## src/rtl/seq_serializer.sv

```systemverilog
// Parallel-to-serial transmitter: takes a WIDTH-bit word over valid/ready and
// emits it MSB first with a valid strobe, an end-of-word pulse and optional idle gap.
module seq_serializer #(
  parameter int WIDTH = 4,
  parameter int GAP   = 0
) (
  input  logic             clk,
  input  logic             rst,
  input  logic [WIDTH-1:0] din,
  input  logic             din_valid,
  output logic             din_ready,
  output logic             sout,
  output logic             sout_valid,
  output logic             done
);

  localparam int BW = $clog2(WIDTH);
  localparam int GW = ($clog2(GAP + 1) > 1) ? $clog2(GAP + 1) : 1;
  localparam bit HAS_GAP = (GAP > 0);
  localparam logic [BW-1:0] BIT_LAST = BW'(WIDTH - 1);
  localparam logic [GW-1:0] GAP_LOAD = HAS_GAP ? GW'(GAP - 1) : '0;

  typedef enum logic [1:0] {S_IDLE, S_SHIFT, S_GAP} state_t;

  state_t           state_reg, state_next;
  logic [WIDTH-1:0] shreg_reg, shreg_next;
  logic [BW-1:0]    bit_cnt_reg, bit_cnt_next;
  logic [GW-1:0]    gap_cnt_reg, gap_cnt_next;
  logic             sout_reg, sout_next;
  logic             sout_valid_reg, sout_valid_next;
  logic             done_reg, done_next;
  logic             accept;

  always_ff @(posedge clk or negedge rst) begin
    if (!rst) begin
      state_reg      <= S_IDLE;
      shreg_reg      <= '0;
      bit_cnt_reg    <= '0;
      gap_cnt_reg    <= '0;
      sout_reg       <= 1'b0;
      sout_valid_reg <= 1'b0;
      done_reg       <= 1'b0;
    end else begin
      state_reg      <= state_next;
      shreg_reg      <= shreg_next;
      bit_cnt_reg    <= bit_cnt_next;
      gap_cnt_reg    <= gap_cnt_next;
      sout_reg       <= sout_next;
      sout_valid_reg <= sout_valid_next;
      done_reg       <= done_next;
    end
  end

  // Ready depends only on registered state, never on din_valid.
  assign din_ready = (state_reg == S_IDLE)
                  || (state_reg == S_SHIFT && !HAS_GAP && bit_cnt_reg == '0)
                  || (state_reg == S_GAP && gap_cnt_reg == '0);
  assign accept = din_valid && din_ready;

  always_comb begin
    state_next   = state_reg;
    shreg_next   = shreg_reg;
    bit_cnt_next = bit_cnt_reg;
    gap_cnt_next = gap_cnt_reg;
    unique case (state_reg)
      S_IDLE: begin
        if (accept) begin
          state_next   = S_SHIFT;
          shreg_next   = din;
          bit_cnt_next = BIT_LAST;
        end
      end
      S_SHIFT: begin
        shreg_next = {shreg_reg[WIDTH-2:0], 1'b0};
        if (bit_cnt_reg != '0) begin
          bit_cnt_next = bit_cnt_reg - 1'b1;
        end else if (HAS_GAP) begin
          state_next   = S_GAP;
          gap_cnt_next = GAP_LOAD;
        end else if (accept) begin
          // Reload on the last bit so consecutive words stream without a bubble.
          shreg_next   = din;
          bit_cnt_next = BIT_LAST;
        end else begin
          state_next = S_IDLE;
        end
      end
      S_GAP: begin
        if (gap_cnt_reg != '0) begin
          gap_cnt_next = gap_cnt_reg - 1'b1;
        end else if (accept) begin
          state_next   = S_SHIFT;
          shreg_next   = din;
          bit_cnt_next = BIT_LAST;
        end else begin
          state_next = S_IDLE;
        end
      end
      default: state_next = S_IDLE;
    endcase
  end

  // Outputs are computed from the next state so they can be registered.
  always_comb begin
    sout_valid_next = (state_next == S_SHIFT);
    sout_next       = sout_valid_next && shreg_next[WIDTH-1];
    done_next       = sout_valid_next && (bit_cnt_next == '0);
  end

  assign sout       = sout_reg;
  assign sout_valid = sout_valid_reg;
  assign done       = done_reg;

endmodule

```

## config.mk

```make
export PLATFORM = sky130hd
export DESIGN_NAME = seq_serializer
export DESIGN_NICKNAME = d
export VERILOG_FILES = /design/src/rtl/seq_serializer.sv
export SDC_FILE = /design/constraint.sdc
export NUM_CORES = 1
export LEC_CHECK = 0
export CORE_AREA = 2 2 39 41
export CTS_CLUSTER_DIAMETER = 30
export DETAILED_ROUTE_END_ITERATION = 10
export DIE_AREA = 0 0 41 43
export DONT_BUFFER_PORTS = 1
export MAX_ROUTING_LAYER = met4
export PLACE_DENSITY = 0.65
export SYNTH_ARGS = -nofsm -noshare
export SYNTH_HDL_FRONTEND = slang
export SYNTH_SLANG_ARGS = --single-unit
```

## constraint.sdc

```tcl
create_clock -name clk -period 1.3 [get_ports clk]
set_input_delay 0.26 -clock clk [delete_from_list [all_inputs] [get_ports clk]]
set_output_delay 0.26 -clock clk [all_outputs]
set_load 0.005 [all_outputs]
```

-- Word-level counts from Yosys, hierarchy flattened
Index checks and enable logic that the tools add are counted.
- add/subtract/negate cells: 2
- eq/ne operators: 4
- muxes and demuxes: 16
- bitwise logic cells: 1
- reduce and logical (&&, ||, !) cells: 13
- operators by type and width (kind ; number):
    4-bit two-way mux ; 4
    2-bit two-way mux ; 7
    2-bit one-hot mux with 3 select lines ; 2
    4-bit one-hot mux with 3 select lines ; 1
    2-bit logical NOT ; 3
    1-bit logical AND ; 5
    2-bit by 1-bit == test with 1-bit output (second input constant) ; 2
    3-bit nonzero test ; 1
    2-bit == test (second input constant) ; 1
    1-bit logical OR ; 2
    1-bit two-way mux ; 2
    2-bit != test (second input constant) ; 1
    2-bit AND reduction ; 1
    2-bit nonzero test ; 1
    2-bit by 1-bit subtractor with 2-bit output (second input constant) ; 1
    1-bit NOT ; 1
    1-bit subtractor (second input constant) ; 1
- bits in registers: 12
- output and inout bits: 4
- word-level logic and storage cells: 44

-- Depth between registers and ports, before layout
- depth after elaboration: 10
- mapped depth: 4
- gate-level depth less buffers: 3

-- Worst setup path after synthesis
Ideal clock, no wire load.
- path type: flip-flop to flip-flop
- from: register bit_cnt_reg[0]
- to: register shreg_reg[3]
- arrival: 1.162 ns
- data required time: 1.169 ns
- slack: 0.007 ns
- cell stages (with the launch flop): 4
- path buffers: 0
- clock period less this slack: 1.293 ns
- cell sequence: dfrtp_1 > nor3b_4 > nor3b_1 > or3_1
- word-level cells in the longest chain between the ends: 8
- elaborated cells between the ends (all ways): 11
- RTL lines (item ; RTL line ; source):
    from (decl) ; 27 ; logic [BW-1:0] bit_cnt_reg, bit_cnt_next;
    from (signal assigned) ; 46 ; bit_cnt_reg <= bit_cnt_next;
    2-bit logical NOT ; 56 ; || (state_reg == S_SHIFT && !HAS_GAP && bit_cnt_reg == '0)
    1-bit logical AND ; 56 ;
    1-bit logical OR ; 56 ;
    1-bit logical OR ; 57 ; || (state_reg == S_GAP && gap_cnt_reg == '0);
    1-bit logical AND ; 58 ; assign accept = din_valid && din_ready;
    4-bit two-way mux (on tied branches) ; 67, 91, 80 ;
    4-bit two-way mux (on tied branches) ; 89, 75 ;
    4-bit one-hot mux with 3 select lines * ; 65 ; unique case (state_reg)
    named net shreg_next[3] ; 26 ; logic [WIDTH-1:0] shreg_reg, shreg_next;
    to (signal assigned) ; 45 ; shreg_reg <= shreg_next;
    to (decl) ; 26 ;
Mark *: on every way through the listed nets, which the timed path passes. The rest lies on a longest branch. The select of a mux whose other input is x is not followed.
A chain may end at the register's enable or synchronous reset.

-- Worst setup path after layout
- from: register bit_cnt_reg[0]
- to: output din_ready
- word-level cells in the longest chain between the ends: 4
- RTL lines (item ; RTL line ; source):
    2-bit logical NOT ; 56 ;
    1-bit logical AND ; 56 ;
    1-bit logical OR ; 56 ;
    1-bit logical OR ; 57 ;
    to (decl) ; 11 ; output logic din_ready,
Every way passes these cells.

==> results.toml <==
[status]
outcome = "finished, violations left"
violations = "setup timing"

[timing]
drv_slew = 0
fin_skew_ps = 1.90
hold_viol = 0
tightest_slew_ps = 500
final.setup.worst_slack_ps = -172
clock.fmax_ghz = 0.679
timing.hold.ws_ps = 121
setup_violations = 5
timing.slew.headroom_pct = 66.5
fin_crit_sh_pct = 113
rsz0062_at_grt = "true"
fin_crit_ps = 1470

[grt]
use_met3_pct = 6.28
grt_overflow = 0
met2_usage_pct = 22.8
grt_use_total_pct = 16.4
gr-max-usage-layer = "met2"
first_global_vias = 432
grt_use_met1_pct = 19.4
grt_pass1_wl_um = 1830
antenna_found_initial = 0
grt_max_degree = 12

[yosys]
synth.most_common_cell = "dfrtp_1"
postSynthCellCount = 50
synth_ff_type = "dfrtp_1"
synth_cell_type_count = 23
synthArstFlopShare_pct = 100
synthTopCellsByArea = "dfrtp_1 (50%), mux2i_1 (11%), nor3b_4 (3.4%), or3_1 (3.4%), o221ai_1 (3.2%)"
synth_edf_count = 0
yosysTopAreaCellShare_pct = 50.2
yosysWarnings = 0
ys_seq_area_share_pct = 50.2
syn_area_um2 = 548
synth_area_leader_cell = "dfrtp_1"
syn-num-nets = 57
ys_ff_latch = 11
syn_area_per_cell_um2 = 11.0
synth_common_cells = "dfrtp_1 (11), mux2i_1 (6), nand2_1 (4), o21ai_0 (3), or3_1 (3)"

[worst_hold_path]
hold_class = "input port to flip-flop"

[cts]
clock_path_buffers = 2
cts_buffers = 3
cts_tree = "yes"
cts_num_sinks = 11
htree_num_levels = 1
clk_latency_ps = 280
clkSlewWorstSetupHoldPaths_ps = 70
root_buffer = "clkbuf_4"

[critical_path]
crit_required_ps = 1040
critPathCaptureType = "primary output"
cp.arrival_ps = 1210
path_class = "flip-flop to primary output"
path_max_fanout = 2
crit_path_start_kind = "flip-flop"

[final_layout]
postLayoutCoreUtil_pct = 50.6
areaGrowthSynthToFinish_pct = 27.9
largest_reg_flops = 4
fillerInstances = 122
nNetsFinal = 71
drive_above_1_share_pct = 36.5
diodes = 0

[pwr]
p_leak_nw = 0.312
total_power_mw = 1.38
vdd_drop_max_mv = 1.03
power_density_mw_per_mm2 = 1970

[placed_design]
place_congestion = 0.749
hpwl_um = 735
io_buffers = 0

[die]
die_h_um = 43
initial_utilization_pct = 39.6
dieArea_mm2 = 0.00176
rows = 14
die_w_um = 41
ioPinCount = 11
core-area_mm2 = 0.00138

[routing]
antenna_left = 0
drtIter0Drc = 8
drc = 0
wire_per_inst_um = 13.8
dr_total_vias = 420
wirelength_um = 1090
first_pass_iters = 3
detail_route.vias_per_cell = 5.32

[flow_run]
max_cap_violations = 0
## worst max-delay path, cell delays in order (launching register included)
cell	delay, ps
dfrtp_1	390
buf_6	120
or3_4	360
nand2_2	70
## power by group
part	internal, mW	total, mW	switching, mW	leakage (nW)
Clock	0.114	0.238	0.124	0.0177
Combinational	0.331	0.572	0.241	0.161
Sequential	0.471	0.568	0.0965	0.133
## layer usage
metal / wire length (µm) / share of wire [%]
met2: 569 / 52
met5: 0 / 0
met4: 31 / 2.8
met1: 438 / 40
met3: 48 / 4.4
## placed cells by master (no fill, tap or decap), drive strengths merged, types with 2 or more instances in the layout
cell type   n
nor3b       3
mux2i       6
o21ai       3
inv         2
a31oi       2
dfrtp      11
clkbuf      3
or3         3
a21oi       2
buf        11
nand2       4
o221ai      2
## what timing repair did
action | CTS | global route
pin swaps | 2 | 4
hold endpoints to repair | 11 | 0
gates resized for setup | 3 | 7
hold buffers | 1 | 0
buffers inserted | 3 | 2
setup endpoints to repair | 1 | 6
## final timing paths
check	cells after the start	to	start	slack (ps)
setup / recovery	3	din_ready	bit_cnt_reg[0]$_DFF_PN0_	-170
hold / removal	2	sout_valid$_DFF_PN0_	din_valid	120
setup reg to reg	5	sout$_DFF_PN0_	bit_cnt_reg[0]$_DFF_PN0_	-60
hold reg to reg	2	shreg_reg[2]$_DFFE_PN0P_	shreg_reg[2]$_DFFE_PN0P_	520
max in group asynchronous	1	state_reg[1]$_DFF_PN0_	rst	560
min in group asynchronous	1	done$_DFF_PN0_	rst	380
## through the flow
stage / TNS (ps) / setup WS, ps / cells / area, µm²
2_1_floorplan: 0 / 7.16 / 50 / 548
3_3_place_gp: 0 / 47.2 / 69 / 593
3_5_place_dp: 0 / 32.3 / 69 / 593
4_1_cts: -427 / -188 / 77 / 664
5_1_grt: -815 / -225 / 79 / 701
6_report: -407 / -172 / 79 / 701
## final cells by class
type                    count  area [µm²]  share of cell area, %
repair buffers             12         104                   14.8
clock buffers               3        22.5                   3.21
flip-flops and latches     11         277                   39.5
clock inverters             1        5.00                  0.714
multi-input cells          34         265                   37.9
well taps                  16        20.0                   2.86
inverters                   2        7.51                   1.07
## cells by family after synthesis
| kind of cell | Yosys count | synth area share, % |
|---|---|---|
| AOI/OAI and AO/OA | 12 | 15.1 |
| buffers and inverters | 5 | 5.02 |
| DFF | 11 | 50.2 |
| muxes | 6 | 11.0 |
| other | 1 | 0.684 |
| and+or+nand+nor | 15 | 18.0 |
Note: power is estimated with default switching activity, not from simulation.
